--- config.mk ---
export PLATFORM = sky130hd
export DESIGN_NAME = pwm_carrier_counter
export DESIGN_NICKNAME = d
export VERILOG_FILES = /design/src/rtl/PKG_pwm.sv /design/src/rtl/pwm_carrier_counter_prescaler.sv /design/src/rtl/pwm_carrier_counter.sv
export SDC_FILE = /design/constraint.sdc
export NUM_CORES = 1
export LEC_CHECK = 0
export BUFFER_PORTS_ARGS = -buffer_cell sky130_fd_sc_hd__buf_4
export CAP_MARGIN = 10
export CORE_MARGIN = 2
export CORE_UTILIZATION = 45
export DETAILED_ROUTE_END_ITERATION = 10
export PLACE_DENSITY = 0.76
export SETUP_SLACK_MARGIN = 0.4
export SLEW_MARGIN = 15
export SYNTH_ARGS = -nofsm -noshare
export SYNTH_HDL_FRONTEND = slang
export SYNTH_SLANG_ARGS = --single-unit
--- constraint.sdc ---
create_clock -name clk -period 10.75 [get_ports clk]
set_clock_uncertainty 0.1 [all_clocks]
set_input_delay 0.5375 -clock clk [delete_from_list [all_inputs] [get_ports clk]]
set_output_delay 0.5375 -clock clk [all_outputs]
set_load 0.02 [all_outputs]
--- src/rtl/PKG_pwm.sv ---
// Shared types and defaults for the CPWM carrier time-base.
package PKG_pwm;

  localparam int DEF_DIVCLK_WIDTH   = 5;
  localparam int DEF_PWMCOUNT_WIDTH = 16;
  localparam int DEF_INTCOUNT_WIDTH = 3;

  typedef enum logic { PWM_OFF = 1'b0, PWM_ON = 1'b1 } _pwm_onoff;
  typedef enum logic { INT_OFF = 1'b0, INT_ON = 1'b1 } _int_onoff;

  typedef enum logic [1:0] {
    COUNT_UP     = 2'd0,
    COUNT_DOWN   = 2'd1,
    COUNT_UPDOWN = 2'd2
  } _count_mode;

  typedef enum logic [1:0] {
    NO_MASK     = 2'd0,
    MIN_MASK    = 2'd1,
    MAX_MASK    = 2'd2,
    MINMAX_MASK = 2'd3
  } _mask_mode;

  // Which carrier events survive the mask and trigger reload/irq.
  function automatic logic qualify(_mask_mode m, logic mn, logic mx);
    case (m)
      NO_MASK:  return mn | mx;
      MIN_MASK: return mx;
      MAX_MASK: return mn;
      default:  return 1'b0;
    endcase
  endfunction

  // Direction a (re)configured mode starts in from the current position.
  function automatic logic mode_dir(_count_mode m, logic at_zero);
    case (m)
      COUNT_DOWN:   return 1'b1;
      COUNT_UPDOWN: return !at_zero;
      default:      return 1'b0;
    endcase
  endfunction

endpackage

--- src/rtl/pwm_carrier_counter_prescaler.sv ---
// Clock divider: tick every div+1 enabled cycles; clr parks the count at 0.
module pwm_prescaler #(
  parameter int W = 5
) (
  input  logic         clk,
  input  logic         rstn,
  input  logic         clr,
  input  logic [W-1:0] div,
  output logic         tick
);

  logic [W-1:0] cnt;

  // >= keeps a shrunken divide value from skipping a whole wrap.
  assign tick = !clr && (cnt >= div);

  always_ff @(posedge clk or negedge rstn) begin
    if (!rstn)             cnt <= '0;
    else if (clr || tick)  cnt <= '0;
    else                   cnt <= cnt + W'(1);
  end

endmodule

--- src/rtl/pwm_carrier_counter.sv ---
// CPWM carrier: prescaled up/down/up-down counter with shadowed config,
// min/max events, masked shadow reload and decimated interrupt.
module pwm_carrier_counter
  import PKG_pwm::*;
#(
  parameter int DIVCLK_WIDTH   = DEF_DIVCLK_WIDTH,
  parameter int PWMCOUNT_WIDTH = DEF_PWMCOUNT_WIDTH,
  parameter int INTCOUNT_WIDTH = DEF_INTCOUNT_WIDTH
) (
  input  logic                      clk,
  input  logic                      rstn,
  input  _pwm_onoff                 pwm_onoff,
  input  _count_mode                count_mode,
  input  _mask_mode                 mask_mode,
  input  _int_onoff                 int_onoff,
  input  logic [DIVCLK_WIDTH-1:0]   div_clk,
  input  logic [PWMCOUNT_WIDTH-1:0] period,
  input  logic [PWMCOUNT_WIDTH-1:0] init_carrier,
  input  logic [INTCOUNT_WIDTH-1:0] int_count,
  output logic [PWMCOUNT_WIDTH-1:0] carrier,
  output logic                      dir_down,
  output logic                      step,
  output logic                      min_evt,
  output logic                      max_evt,
  output logic                      load_evt,
  output logic                      irq
);

  localparam int PW = PWMCOUNT_WIDTH;
  localparam int DW = DIVCLK_WIDTH;
  localparam int IW = INTCOUNT_WIDTH;

  logic [PW-1:0] p_sh;
  logic [DW-1:0] div_sh;
  _count_mode    mode_sh;
  _mask_mode     mask_sh;
  logic [IW-1:0] int_cnt;

  logic          run;
  logic          tick;
  logic [PW-1:0] p_eff;
  logic [DW-1:0] div_eff;
  _count_mode    mode_eff;
  logic          dir_eff;
  logic [PW-1:0] nxt_carrier;
  logic          nxt_dir;
  logic [PW-1:0] init_clamp;
  logic          off_dir;

  assign run = (pwm_onoff == PWM_ON);

  assign min_evt  = step && (carrier == '0);
  assign max_evt  = step && (carrier == p_sh) && (p_sh != '0);
  assign load_evt = qualify(mask_sh, min_evt, max_evt);

  // On a load edge the fresh inputs already govern this edge's step.
  assign p_eff    = load_evt ? period     : p_sh;
  assign div_eff  = load_evt ? div_clk    : div_sh;
  assign mode_eff = load_evt ? count_mode : mode_sh;
  assign dir_eff  = load_evt ? mode_dir(count_mode, carrier == '0) : dir_down;

  assign init_clamp = (init_carrier > period) ? period : init_carrier;

  always_comb begin
    off_dir = 1'b0;
    case (count_mode)
      COUNT_DOWN:   off_dir = 1'b1;
      COUNT_UPDOWN: off_dir = (init_carrier >= period);
      default:      off_dir = 1'b0;
    endcase
  end

  pwm_prescaler #(.W(DW)) u_presc (
    .clk  (clk),
    .rstn (rstn),
    .clr  (!run),
    .div  (div_eff),
    .tick (tick)
  );

  always_comb begin
    nxt_carrier = carrier;
    nxt_dir     = dir_eff;
    case (mode_eff)
      COUNT_DOWN: begin
        nxt_carrier = (carrier == '0) ? p_eff : carrier - PW'(1);
        nxt_dir     = 1'b1;
      end
      COUNT_UPDOWN: begin
        if (p_eff == '0)  nxt_carrier = '0;
        else if (dir_eff) nxt_carrier = carrier - PW'(1);
        else              nxt_carrier = carrier + PW'(1);
        // Turn around at the endpoints; above-top (after a shrink) keeps descending.
        if (nxt_carrier == '0)         nxt_dir = 1'b0;
        else if (nxt_carrier >= p_eff) nxt_dir = 1'b1;
      end
      default: begin
        nxt_carrier = (carrier >= p_eff) ? '0 : carrier + PW'(1);
        nxt_dir     = 1'b0;
      end
    endcase
  end

  always_ff @(posedge clk or negedge rstn) begin
    if (!rstn) begin
      carrier  <= '0;
      dir_down <= 1'b0;
      step     <= 1'b0;
      p_sh     <= '0;
      div_sh   <= '0;
      mode_sh  <= COUNT_UP;
      mask_sh  <= NO_MASK;
    end else if (!run) begin
      carrier  <= init_clamp;
      dir_down <= off_dir;
      step     <= 1'b0;
      p_sh     <= period;
      div_sh   <= div_clk;
      mode_sh  <= count_mode;
      mask_sh  <= mask_mode;
    end else begin
      step <= tick;
      if (load_evt) begin
        p_sh    <= period;
        div_sh  <= div_clk;
        mode_sh <= count_mode;
        mask_sh <= mask_mode;
      end
      if (tick) begin
        carrier  <= nxt_carrier;
        dir_down <= nxt_dir;
      end else begin
        dir_down <= dir_eff;
      end
    end
  end

  // Decimator compares against the live int_count; overshoot wraps the counter.
  always_ff @(posedge clk or negedge rstn) begin
    if (!rstn) begin
      int_cnt <= '0;
      irq     <= 1'b0;
    end else if (!run || (int_onoff == INT_OFF)) begin
      int_cnt <= '0;
      irq     <= 1'b0;
    end else begin
      irq <= load_evt && (int_cnt == int_count);
      if (load_evt)
        int_cnt <= (int_cnt == int_count) ? '0 : int_cnt + IW'(1);
    end
  end

endmodule

# Word level (Yosys, flattened, before mapping)
# Cells that the tools add are included.
# classes
add_sub_neg	4
magnitude_cmp	5
eq_ne	10
muxes	32
bitwise_logic	2
n_reduce_logical	15
# op_table
operator	count
16-bit 2-to-1 mux	10
16-bit >= comparator	3
16-bit zero test	3
16-bit case mux with 2 select lines	1
16-bit by 1-bit adder with 16-bit output, second input constant	1
16-bit equality test	1
16-bit > comparator	1
16-bit nonzero test	1
16-bit by 1-bit subtractor with 16-bit output, second input constant	1
5-bit 2-to-1 mux	3
3-bit 2-to-1 mux	3
2-bit 2-to-1 mux	4
1-bit 2-to-1 mux	7
2-bit by 1-bit equality test with 1-bit output, second input constant	3
2-bit equality test, second input constant	3
1-bit case mux with 2 select lines	3
5-bit by 1-bit adder with 5-bit output, second input constant	1
5-bit >= comparator	1
1-bit logical AND	5
2-bit by 1-bit != test with 1-bit output, second input constant	2
3-bit by 1-bit adder with 3-bit output, second input constant	1
3-bit equality test	1
1-bit case mux with 3 select lines	1
1-bit zero test	2
other kinds (5)	6
# totals
ff_bits	52
out_inout_bits	22

# Longest topological paths before layout
# logic_depth
ltp_word	15
mapped_depth	24

# By module
# A second synthesis with hierarchy kept.
# hier_totals
cells_unflattened	675
area_unflattened_um2	5730.5
# modules_own_cells
module	instances	cells_per_inst	area_per_inst_um2	seq_area_each_um2
pwm_carrier_counter	1	639	5370.2	1176.1
pwm_prescaler	1	36	360.3	125.1

# Worst setup path after synthesis
# OpenSTA, ideal clock, no wires.
# synth_path
path_kind	reg2reg
start	register carrier[0]
end	register carrier[11]
arrival_time_ps	4621
required_time_ps	10526
setup_slack_ps	5905
stages_incl_launch_ff	23
path_buffers	2
synth_period_minus_slack_ps	4845
path_cell_list	dfrtp_1 clkbuf_1 inv_1 ha_1 nor4b_1 nand2_1 nor3_1 inv_1 o22ai_1 nand2_1 nand2_1 ha_1 nand2b_1 a21oi_1 nor2b_1 o21ai_0 nand2b_1 a21oi_1 nor2b_1 nand2b_1 clkbuf_1 o22ai_1 a211o_1
# synth_between
elab_chain_cells	12
# synth_rtl
element	line_no	rtl
from (decl)	pwm_carrier_counter.sv:20	output logic [PWMCOUNT_WIDTH-1:0] carrier,
from (signal assigned)	pwm_carrier_counter.sv:114	carrier <= init_clamp;
from (signal assigned)	pwm_carrier_counter.sv:130	carrier <= nxt_carrier;
16-bit equality test	pwm_carrier_counter.sv:53	assign max_evt = step && (carrier == p_sh) && (p_sh != '0);
1-bit logical AND (2 in a row)	pwm_carrier_counter.sv:53	
1-bit OR	PKG_pwm.sv:27	NO_MASK: return mn | mx;
1-bit case mux with 3 select lines (*)	PKG_pwm.sv:26	case (m)
named net load_evt	pwm_carrier_counter.sv:25	output logic load_evt,
parallel branches: the longest is 7 deep, another holds 16-bit >= comparator	--	
# Mark *: on every way through the listed nets, which the timed path passes. The select of a mux whose other input is x is not followed.
# A chain may end at the register's enable or synchronous reset.

# Final worst setup path
# layout_path
start	register carrier[0]
end	register carrier[1]
# layout_between
elab_chain_cells	12
# layout_rtl
element
parallel branches: the longest is 12 deep, another holds 16-bit >= comparator
# Parallel ways; which one is timed is not known. The select of a mux whose other input is x is not followed.

==> results.yml <==
yosys:
  syn_area_um2: 5580
  synth-seq-cells: 52
  synth_edf_count: 0
  synth_cell_types: 55
  synth_cells: 690
  ys.flop_type: "dfrtp_1"
  syn_nets: 799
  synth.avg_cell_area_um2: 8.08
  synth.yosys.warnings: 0
  synthArstFlopShare_pct: 100
  yosysSeqAreaShare_pct: 23.3
critical_path:
  start_kind: "flip-flop"
  critical_path.cell_chain: "inv_1 -> ha_1 -> nor4b_1 -> nand2_1 -> nor3_2 -> buf_4 -> inv_1 -> o22ai_1 -> nand2_1 -> nand2_1 -> ha_1 -> nand2b_1 -> a21oi_1 -> nor2b_1 -> o21ai_0 -> nand2b_1 -> a21oi_1 -> nor2b_1 -> nand2_1 -> inv_1 -> a222oi_1 -> o21ai_0"
  cp_slowest_cell: "a21oi_1"
  cp-end-kind: "flip-flop"
  cp_top_family: "compound AO/OA/AOI/OAI gates"
  cp_num_buf_inv: 4
  required_ns: 10.82
  startpoint: "carrier[0]$_DFFE_PN0N_"
  crit_top_cell: "nand2_1"
  r2r_start: "carrier[0]$_DFFE_PN0N_"
  crit_arrival_ns: 6.03
  critPathMaxFanout: 23
  cp_slowest_stage_delay_ns: 0.62
  crit_type: "flip-flop to flip-flop"
global_route:
  grt_max_degree: 53
  antenna_found_initial: 0
  grt_overflow_total: 0
  grtUsageTotal_pct: 28.3
  grt_pass1_wl_um: 29100
  grt_pass1_vias: 5427
cts:
  root_buffer: "clkbuf_16"
  clockBufferDepth: 2
  cts_resized: 0
  clk_pin_slew_ns: 0.08
  clk_latency_ns: 0.31
  htree_levels: 2
  cts_tree: "done"
  cts_sinks: 52
  cts_setup_buffers: 0
  cts_hold_repair.buffers: 0
  cts_buffers: 5
placed_design:
  place_congestion: 0.928
  hpwl_um: 14300
  port_buffers: 69
pwr:
  power_density_nw_per_um2: 137
  total_power_uw: 862
  pwr-share-seq_pct: 32.6
  vdd_drop_max_mv: 0.0720
  swShare_pct: 42.1
  p_int_uw: 499
  comb_power_share_pct: 45.4
  power.clock.fraction_pct: 22.0
  p_switching_uw: 363
  leakagePower_nw: 2.97
layout:
  n_fill_cell: 1123
  n_antenna_cell: 0
  final_nets: 836
  multi_input_comb_area_um2: 3970
  layout_common_cells: "buf_4, ha_1, nand2_1"
  mostFrequentLayoutCell: "buf_4"
  area_growth_pct: 13.2
  drive_gt1_share_pct: 14.0
  seq_area_um2: 1300
sta:
  worst_pin_slew_ns: 1.03
  tns_ns: 0
  finalSetupViolations: 0
  finalCriticalPeriod_ns: 5.96
  max_slew_margin_pct: 31.2
  hold_violations: 0
  slew_viol_final: 0
  rsz0062_at_grt: "false"
  maxClockFrequency_mhz: 168
  min_period_over_period_pct: 55.5
route:
  drc: 0
  drt-total-wl_um: 18200
  wl_per_cell_um: 20.3
  ant_nets: 0
  dr.pass1.iters: 7
  vias: 5506
  via_per_inst: 6.15
  dr.first_iter.drc_count: 617
die:
  dieArea_um2: 13300
  fp.dieW_um: 115
  io-pin-count: 70
  initial_core_util_pct: 46.2
  coreArea_um2: 12100
  die_h_um: 115
  rows: 40
hold_path:
  hold_path.class: "input port to asynchronous set/reset pin"
job:
  cap_viol_max_count: 0
status:
  status: "complete, no violations"
[area by class of cell]
type,count,area share [%]
clock buffer,6,2.04
inverter,31,1.84
clock inverter,2,0.615
sequential,52,20.6
timing repair buffer,73,8.69
tap,168,3.33
multi-input combinational,564,62.9
[kinds of logic (layout without fill, tap and decap cells)]
family | after synthesis | in the layout | share of synthesized area, %
and+or+nand+nor | 251 | 251 | 22.7
AOI/OAI and AO/OA | 158 | 158 | 17.7
buffers and inverters | 74 | 112 | 5.66
adders and majority gates | 61 | 61 | 13.7
xor gates and xnor gates | 52 | 52 | 8.98
DFF | 52 | 52 | 23.3
muxes | 42 | 42 | 8.01
[per-stage QoR]
stage / std cells / area [um2] / setup WS (ns) / hold WS, ns / util, %
floorplan: 690 / 5580 / 5.91 / 0.142 / -
global placement: 888 / 6140 / 5.09 / 0.373 / 50.9
detailed placement: 888 / 6140 / 5.01 / 0.390 / 50.9
CTS: 896 / 6310 / 4.99 / 0.200 / 52.3
global route: 896 / 6310 / 4.37 / 0.227 / 52.3
finish: 896 / 6310 / 4.79 / 0.169 / 52.3
[metal layers]
metal  share of wire (%)  GRT usage, %  vias to the layer above  wire [um]
met5                   0             0                        -          0
met4                 3.4          10.7                        0        623
met3                 7.1          3.85                       41       1290
met2                  47          46.9                      243       8490
met1                  43          37.7                     2651       7790
li1                    -             -                     2571          -
[worst register-to-register path: stages, from the launching register on]
cell and delay [ns]:
dfrtp_1 0.53, inv_1 0.22, ha_1 0.19, nor4b_1 0.34, nand2_1 0.14, nor3_2 0.13, buf_4 0.29, inv_1 0.27
o22ai_1 0.55, nand2_1 0.11, nand2_1 0.10, ha_1 0.22, nand2b_1 0.14, a21oi_1 0.14, nor2b_1 0.06, o21ai_0 0.17
nand2b_1 0.08, a21oi_1 0.62, nor2b_1 0.18, nand2_1 0.57, inv_1 0.24, a222oi_1 0.29, o21ai_0 0.15
[flip-flops by register name, summed over array words and instances (netlist names)]
register / count
dir_down: 1
mask_sh: 2
u_presc.cnt: 5
carrier: 16
div_sh: 5
p_sh: 16
irq: 1
int_cnt: 3
step: 1
mode_sh: 2
[power by group through the flow]
stage	clock network, mW	logic (mW)	registers (mW)
2_1_floorplan	0	0.280	0.257
3_3_place_gp	0	0.375	0.280
3_5_place_dp	0	0.384	0.283
4_1_cts	0.191	0.386	0.279
5_1_grt	0.197	0.432	0.285
6_report	0.190	0.391	0.281
[synthesized netlist by cell type, types with 6 or more instances]
cell / count / share of area (%)
ha_1: 61 / 14
nand2_1: 60 / 4.0
nor2_1: 56 / 3.8
dfrtp_1: 52 / 23
a21oi_1: 49 / 4.4
o21ai_0: 41 / 3.7
inv_1: 31 / 2.1
mux2i_1: 30 / 5.4
xnor2_1: 29 / 4.6
clkbuf_1: 26 / 1.8
nand3_1: 22 / 2.0
nor3_1: 20 / 1.8
nor2b_1: 19 / 2.1
xor2_1: 17 / 2.7
nand4_1: 15 / 1.7
nor4_1: 14 / 1.6
and3_1: 11 / 1.2
mux2_2: 11 / 2.2
o22ai_1: 11 / 1.2
a211o_1: 10 / 1.6
nand2b_1: 10 / 1.1
buf_2: 9 / 0.81
a21o_1: 8 / 1.1
a31oi_1: 8 / 0.90
nor3b_1: 8 / 1.1
xnor2_2: 6 / 1.8
[worst paths after layout]
path	endpoint	slack, ns	cells after the start
max	carrier[1]$_DFFE_PN0N_	4.79	22
min	div_sh[0]$_DFF_PN0_	0.17	1
max reg2reg	carrier[1]$_DFFE_PN0N_	4.79	22
min reg2reg	u_presc.cnt[0]$_DFF_PN0_	0.40	1
max in group asynchronous	p_sh[9]$_DFF_PN0_	9.92	1
min in group clk	mask_sh[0]$_DFFE_PN0P_	0.37	2
Note: power is estimated with default switching activity, not from simulation.
